### src/rtl/zinde_memory_8bit.sv
// zinde_memory_8bit: 256x8 CPU memory with a byte-stream program loader and
// two memory-mapped I/O ports.
//
// Ports
//   clk, rst             : clock (rising edge) and async active-low reset
//   address, to_memory   : CPU address and write data
//   write                : CPU write enable (ignored while loading)
//   from_memory          : CPU read data, combinational, zero latency
//   ld_start             : pulse that requests a program load
//   ld_valid, ld_data    : loader byte and its valid flag
//   ld_last              : marks the final loader byte
//   ld_ready             : loader may transfer (high in LOAD)
//   ld_done              : one-cycle pulse after the load ends
//   cpu_hold             : high while loading, holds the CPU in reset
//   in_port              : external input, asynchronous to clk
//   out_port             : registered external output
module zinde_memory_8bit #(
  parameter logic [7:0] OUT_ADDR = 8'hFF,
  parameter logic [7:0] IN_ADDR  = 8'hFE
) (
  input  logic       clk,
  input  logic       rst,
  input  logic [7:0] address,
  input  logic [7:0] to_memory,
  input  logic       write,
  output logic [7:0] from_memory,
  input  logic       ld_start,
  input  logic       ld_valid,
  input  logic [7:0] ld_data,
  input  logic       ld_last,
  output logic       ld_ready,
  output logic       ld_done,
  output logic       cpu_hold,
  input  logic [7:0] in_port,
  output logic [7:0] out_port
);

  localparam int unsigned DATA_W = 8;
  localparam int unsigned ADDR_W = 8;
  localparam int unsigned DEPTH  = 256;
  localparam logic [ADDR_W-1:0] LAST_ADDR = ADDR_W'(DEPTH - 1);

  typedef enum logic [0:0] {
    IDLE = 1'b0,
    LOAD = 1'b1
  } state_t;

  state_t              state_q;
  state_t              next_state;
  logic [ADDR_W-1:0]   ld_addr_q;
  logic [DATA_W-1:0]   in_meta_q;
  logic [DATA_W-1:0]   in_sync;
  logic [DATA_W-1:0]   mem [DEPTH];

  logic                load_accept;
  logic                load_end;
  logic                load_begin;
  logic                cpu_wr_ram;
  logic                cpu_wr_out;

  // Next-state and write decode; CPU writes are only honoured in IDLE.
  always_comb begin
    next_state  = state_q;
    load_accept = 1'b0;
    load_end    = 1'b0;
    load_begin  = 1'b0;
    cpu_wr_ram  = 1'b0;
    cpu_wr_out  = 1'b0;
    case (state_q)
      IDLE: begin
        if (write) begin
          if (address == OUT_ADDR) begin
            cpu_wr_out = 1'b1;
          end else if (address != IN_ADDR) begin
            cpu_wr_ram = 1'b1;
          end
        end
        if (ld_start) begin
          load_begin = 1'b1;
          next_state = LOAD;
        end
      end
      LOAD: begin
        // ld_ready is high for the whole of LOAD, so valid alone accepts.
        if (ld_valid) begin
          load_accept = 1'b1;
          if (ld_last || (ld_addr_q == LAST_ADDR)) begin
            load_end   = 1'b1;
            next_state = IDLE;
          end
        end
      end
      default: next_state = IDLE;
    endcase
  end

  // State, loader counter, registered handshake outputs and I/O registers.
  always_ff @(posedge clk or negedge rst) begin
    if (!rst) begin
      state_q   <= IDLE;
      ld_addr_q <= '0;
      ld_ready  <= 1'b0;
      cpu_hold  <= 1'b0;
      ld_done   <= 1'b0;
      out_port  <= '0;
      in_meta_q <= '0;
      in_sync   <= '0;
    end else begin
      state_q   <= next_state;
      ld_ready  <= (next_state == LOAD);
      cpu_hold  <= (next_state == LOAD);
      ld_done   <= load_end;
      in_meta_q <= in_port;
      in_sync   <= in_meta_q;
      if (load_begin) begin
        ld_addr_q <= '0;
      end else if (load_accept) begin
        ld_addr_q <= ld_addr_q + ADDR_W'(1);
      end
      if (cpu_wr_out) begin
        out_port <= to_memory;
      end
    end
  end

  // Storage array carries no reset; loader writes ignore the memory map.
  always_ff @(posedge clk) begin
    if (load_accept) begin
      mem[ld_addr_q] <= ld_data;
    end else if (cpu_wr_ram) begin
      mem[address] <= to_memory;
    end
  end

  // Combinational read path with MMIO overlay.
  always_comb begin
    if (address == OUT_ADDR) begin
      from_memory = out_port;
    end else if (address == IN_ADDR) begin
      from_memory = in_sync;
    end else begin
      from_memory = mem[address];
    end
  end

endmodule

### config.mk
export PLATFORM = sky130hd
export DESIGN_NAME = zinde_memory_8bit
export DESIGN_NICKNAME = d
export VERILOG_FILES = /design/src/rtl/zinde_memory_8bit.sv
export SDC_FILE = /design/constraint.sdc
export NUM_CORES = 2
export LEC_CHECK = 0
export CAP_MARGIN = 20
export CELL_PAD_IN_SITES_DETAIL_PLACEMENT = 0
export CELL_PAD_IN_SITES_GLOBAL_PLACEMENT = 1
export CORE_UTILIZATION = 33
export CTS_CLUSTER_DIAMETER = 150
export DETAILED_ROUTE_END_ITERATION = 16
export PLACE_DENSITY_LB_ADDON = 0.1
export SYNTH_ARGS = -nofsm -noshare
export SYNTH_HDL_FRONTEND = slang
export SYNTH_SLANG_ARGS = --single-unit
export TNS_END_PERCENT = 10
### constraint.sdc
create_clock -name clk -period 9.05 [get_ports clk]
set_input_delay 1.81 -clock clk [delete_from_list [all_inputs] [get_ports clk]]
set_output_delay 1.81 -clock clk [all_outputs]
set_load 0.1 [all_outputs]
==> impl_metrics.env <==
export IMPL_drv_cap=0
export IMPL_die_y_um=499
export IMPL_final_core_util=0.384
export IMPL_dr_pass1_iters=5
export IMPL_wl_um=251000
export IMPL_syn_avg_cell_area_sq_um=20.6
export IMPL_vias=40472
export IMPL_clk_latency_ns=0.86
export IMPL_crit_top_cell="buf_4"
export IMPL_cts_clk_slew_worst_paths_ns=0.06
export IMPL_dieArea_sq_um=249000
export IMPL_grt_pass1_vias=42278
export IMPL_synthArstFlopShare=0.0163
export IMPL_crit_fanout=58
export IMPL_io_buffers=56
export IMPL_p_per_area_nw_per_um2=226
export IMPL_leakagePower_nw=29.8
export IMPL_period_share=0.852
export IMPL_setup_tns_ns=0
export IMPL_hold_path_endpoint="in_sync[0]"
export IMPL_dpl_cell_area_sq_um=87100
export IMPL_drtIter0Drc=3668
export IMPL_end_kind="output pin"
export IMPL_dp_slack_ns=1.12
export IMPL_synth_ff_type="edfxtp_1"
export IMPL_grt_overflow_total=0
export IMPL_cts_tree="done"
export IMPL_worstPathCellList="buf_8 -> buf_12 -> buf_4 -> mux4_2 -> mux2i_1 -> a2111oi_0 -> buf_4 -> nor4_1 -> buf_2 -> buf_4 -> o311ai_1 -> buf_12"
export IMPL_start_kind="primary input"
export IMPL_syn2layout_area_growth_pct=15.7
export IMPL_fin_crit_ns=7.71
export IMPL_slowest_stage="o311ai_1"
export IMPL_drive_gt1_frac=0.249
export IMPL_cts_root_buf="clkbuf_16"
export IMPL_reg2reg_to="mem[99][5]"
export IMPL_synthesis_area_sq_um=81500
export IMPL_grt_max_degree=177
export IMPL_min_path_type="reg -> reg"
export IMPL_fillers=22333
export IMPL_rr_worst_depth=7
export IMPL_antenna_found_initial=11
export IMPL_core_sq_um=246000
export IMPL_worst_ep_required_time_ns=7.24
export IMPL_layout_setup_ws_ns=1.34
export IMPL_finClkSkew_ns=0.0561
export IMPL_ctsHoldBuffers=0
export IMPL_rows=182
export IMPL_fmax_mhz=130
export IMPL_hold_start="in_meta_q[0]"
export IMPL_ys_warn_count=0
export IMPL_grt_pass1_wl_um=351000
export IMPL_status="complete, no violations"
export IMPL_drc=0
export IMPL_rsz0062_at_grt="no"
export IMPL_synth_seq_cells=2082
export IMPL_worstSetupPathType="in -> out"
export IMPL_die_w_um=499
export IMPL_finalSetupViolCount=0
export IMPL_gp_congestion=0.781
export IMPL_arrival_ns=5.90
export IMPL_hold_viol=0
export IMPL_routedWlPerCell_um=32.7
export IMPL_cts_inserted_buffers=226
export IMPL_hold_depth=0
export IMPL_max_stage_delay_ns=0.82
export IMPL_yosysUniqueCellTypes=64
export IMPL_r2r_start="state_q"
export IMPL_htree_levels=4
export IMPL_finalMaxSlewViolations=0
export IMPL_clock_sinks=2082
export IMPL_track_usage=0.201
export IMPL_syn_nets=3989
export IMPL_cts_repair_resized=0
export IMPL_dp_hpwl_um=158000
export IMPL_start_util=0.332
export IMPL_final_cell_mix="edfxtp_1 (2048), mux4_2 (453), nor2_1 (290), mux2i_1 (232), buf_4 (229)"
export IMPL_clock_path_buffers=3
export IMPL_ys_seq_area_frac=0.765
export IMPL_post_cts_buffers=0
export IMPL_peakVddDrop_mv=0.166
export IMPL_synth_edf_count=2048
export IMPL_design_area_sq_um=94300
export IMPL_vias_per_cell=5.27
export IMPL_num_io_pins=57
export IMPL_slew_headroom=0.271
export IMPL_syn_inst=3950
export IMPL_ant_nets=0
export IMPL_layout_commonest_cell="edfxtp_1"
export IMPL_worst_pin_slew_ns=1.09
export IMPL_r2r_slack_ns=3.69
export IMPL_final_nets=4294
==> per-stage QoR <==
step / hold slack, ns / power (W) / instances
global route: 0.365 / 0.0219 / 7674
floorplan: 0.331 / 0.0119 / 3950
global placement: 0.334 / 0.0126 / 7236
finish: 0.353 / 0.0213 / 7676
CTS: 0.356 / 0.0215 / 7668
detailed placement: 0.335 / 0.0126 / 7242
==> state kept, by name (all words and copies together) (netlist names) <==
signal     count
ld_done        1
ld_addr_q      8
in_sync        8
out_port       8
in_meta_q      8
state_q        1
mem         2048
==> worst max-delay path, delay by kind of cell <==
kind,cells,cell delay [ns]
compound gates,2,1.48
simple gates,1,0.06
mux,2,0.34
buf+inv,7,2.01
==> cell usage after synthesis (all sizes together), types with 8 or more instances <==
cell / count / area share
and3: 17 / 0.0013
dfrtp: 34 / 0.010
nor2b: 10 / 0.00077
o21ai: 49 / 0.0030
o311ai: 11 / 0.0012
nor4: 10 / 0.00077
nand2b: 22 / 0.0018
mux2: 28 / 0.0039
a211oi: 10 / 0.00092
o221ai: 13 / 0.0014
mux4: 453 / 0.13
a31oi: 15 / 0.0012
buf: 149 / 0.013
nand2: 162 / 0.0075
nor2: 293 / 0.013
edfxtp: 2048 / 0.75
o211ai: 8 / 0.00074
a22oi: 40 / 0.0037
a32oi: 14 / 0.0015
o22ai: 37 / 0.0028
a21oi: 28 / 0.0017
mux2i: 232 / 0.028
clkbuf: 88 / 0.0041
a32o: 9 / 0.0011
a22o: 11 / 0.0012
nand3: 32 / 0.0020
a221oi: 46 / 0.0049
==> how the worst max path moves through the flow <==
stage,from,end,slack (ns)
5_1_grt,address[0],from_memory[7],1.13
3_3_place_gp,address[0],from_memory[2],0.75
6_report,address[0],from_memory[7],1.34
4_1_cts,address[0],from_memory[7],1.10
3_5_place_dp,address[0],from_memory[7],1.12
2_1_floorplan,address[2],from_memory[1],1.62
==> logic make-up (layout without fill, tap and decap cells) <==
logic type	count (synthesis)	after routing	synth area share
flip-flops	2082	2082	0.765
buffers and inverters	247	750	0.0176
adder cells (fa/ha/maj)	1	1	0.000154
XOR/XNOR	6	6	0.000645
AND/OR/NAND/NOR	580	580	0.0303
AO/OA/AOI/OAI	321	321	0.0286
other	0	3	0
multiplexers	713	713	0.158
==> metal layers <==
| layer | vias to the layer above | global-route usage | share of wire |
|---|---|---|---|
| met5 | - | 0 | 0 |
| met4 | 0 | 0.0537 | 0.025 |
| met3 | 302 | 0.0263 | 0.040 |
| met2 | 1006 | 0.328 | 0.48 |
| met1 | 22141 | 0.284 | 0.45 |
| li1 | 17023 | - | - |
==> report_power, final <==
part	internal (W)	total, W	switching [W]
clock network	0.00499	0.00887	0.00388
logic	0.000443	0.00157	0.00113
registers	0.0108	0.0108	0.0000269
total	0.0162	0.0213	0.00504
==> final cells by class <==
cell class,count,area (sq um),share of cell area
Clock buffer,287,5930,0.0629
Timing Repair Buffer,314,2900,0.0307
Antenna cell,3,7.51,0.0000796
Clock inverter,139,1130,0.0120
Sequential cell,2082,62300,0.661
Multi-Input combinational cell,1621,17900,0.190
Tap cell,3220,4030,0.0427
Inverter,10,45.0,0.000478
Note: power is estimated with default switching activity, not from simulation.
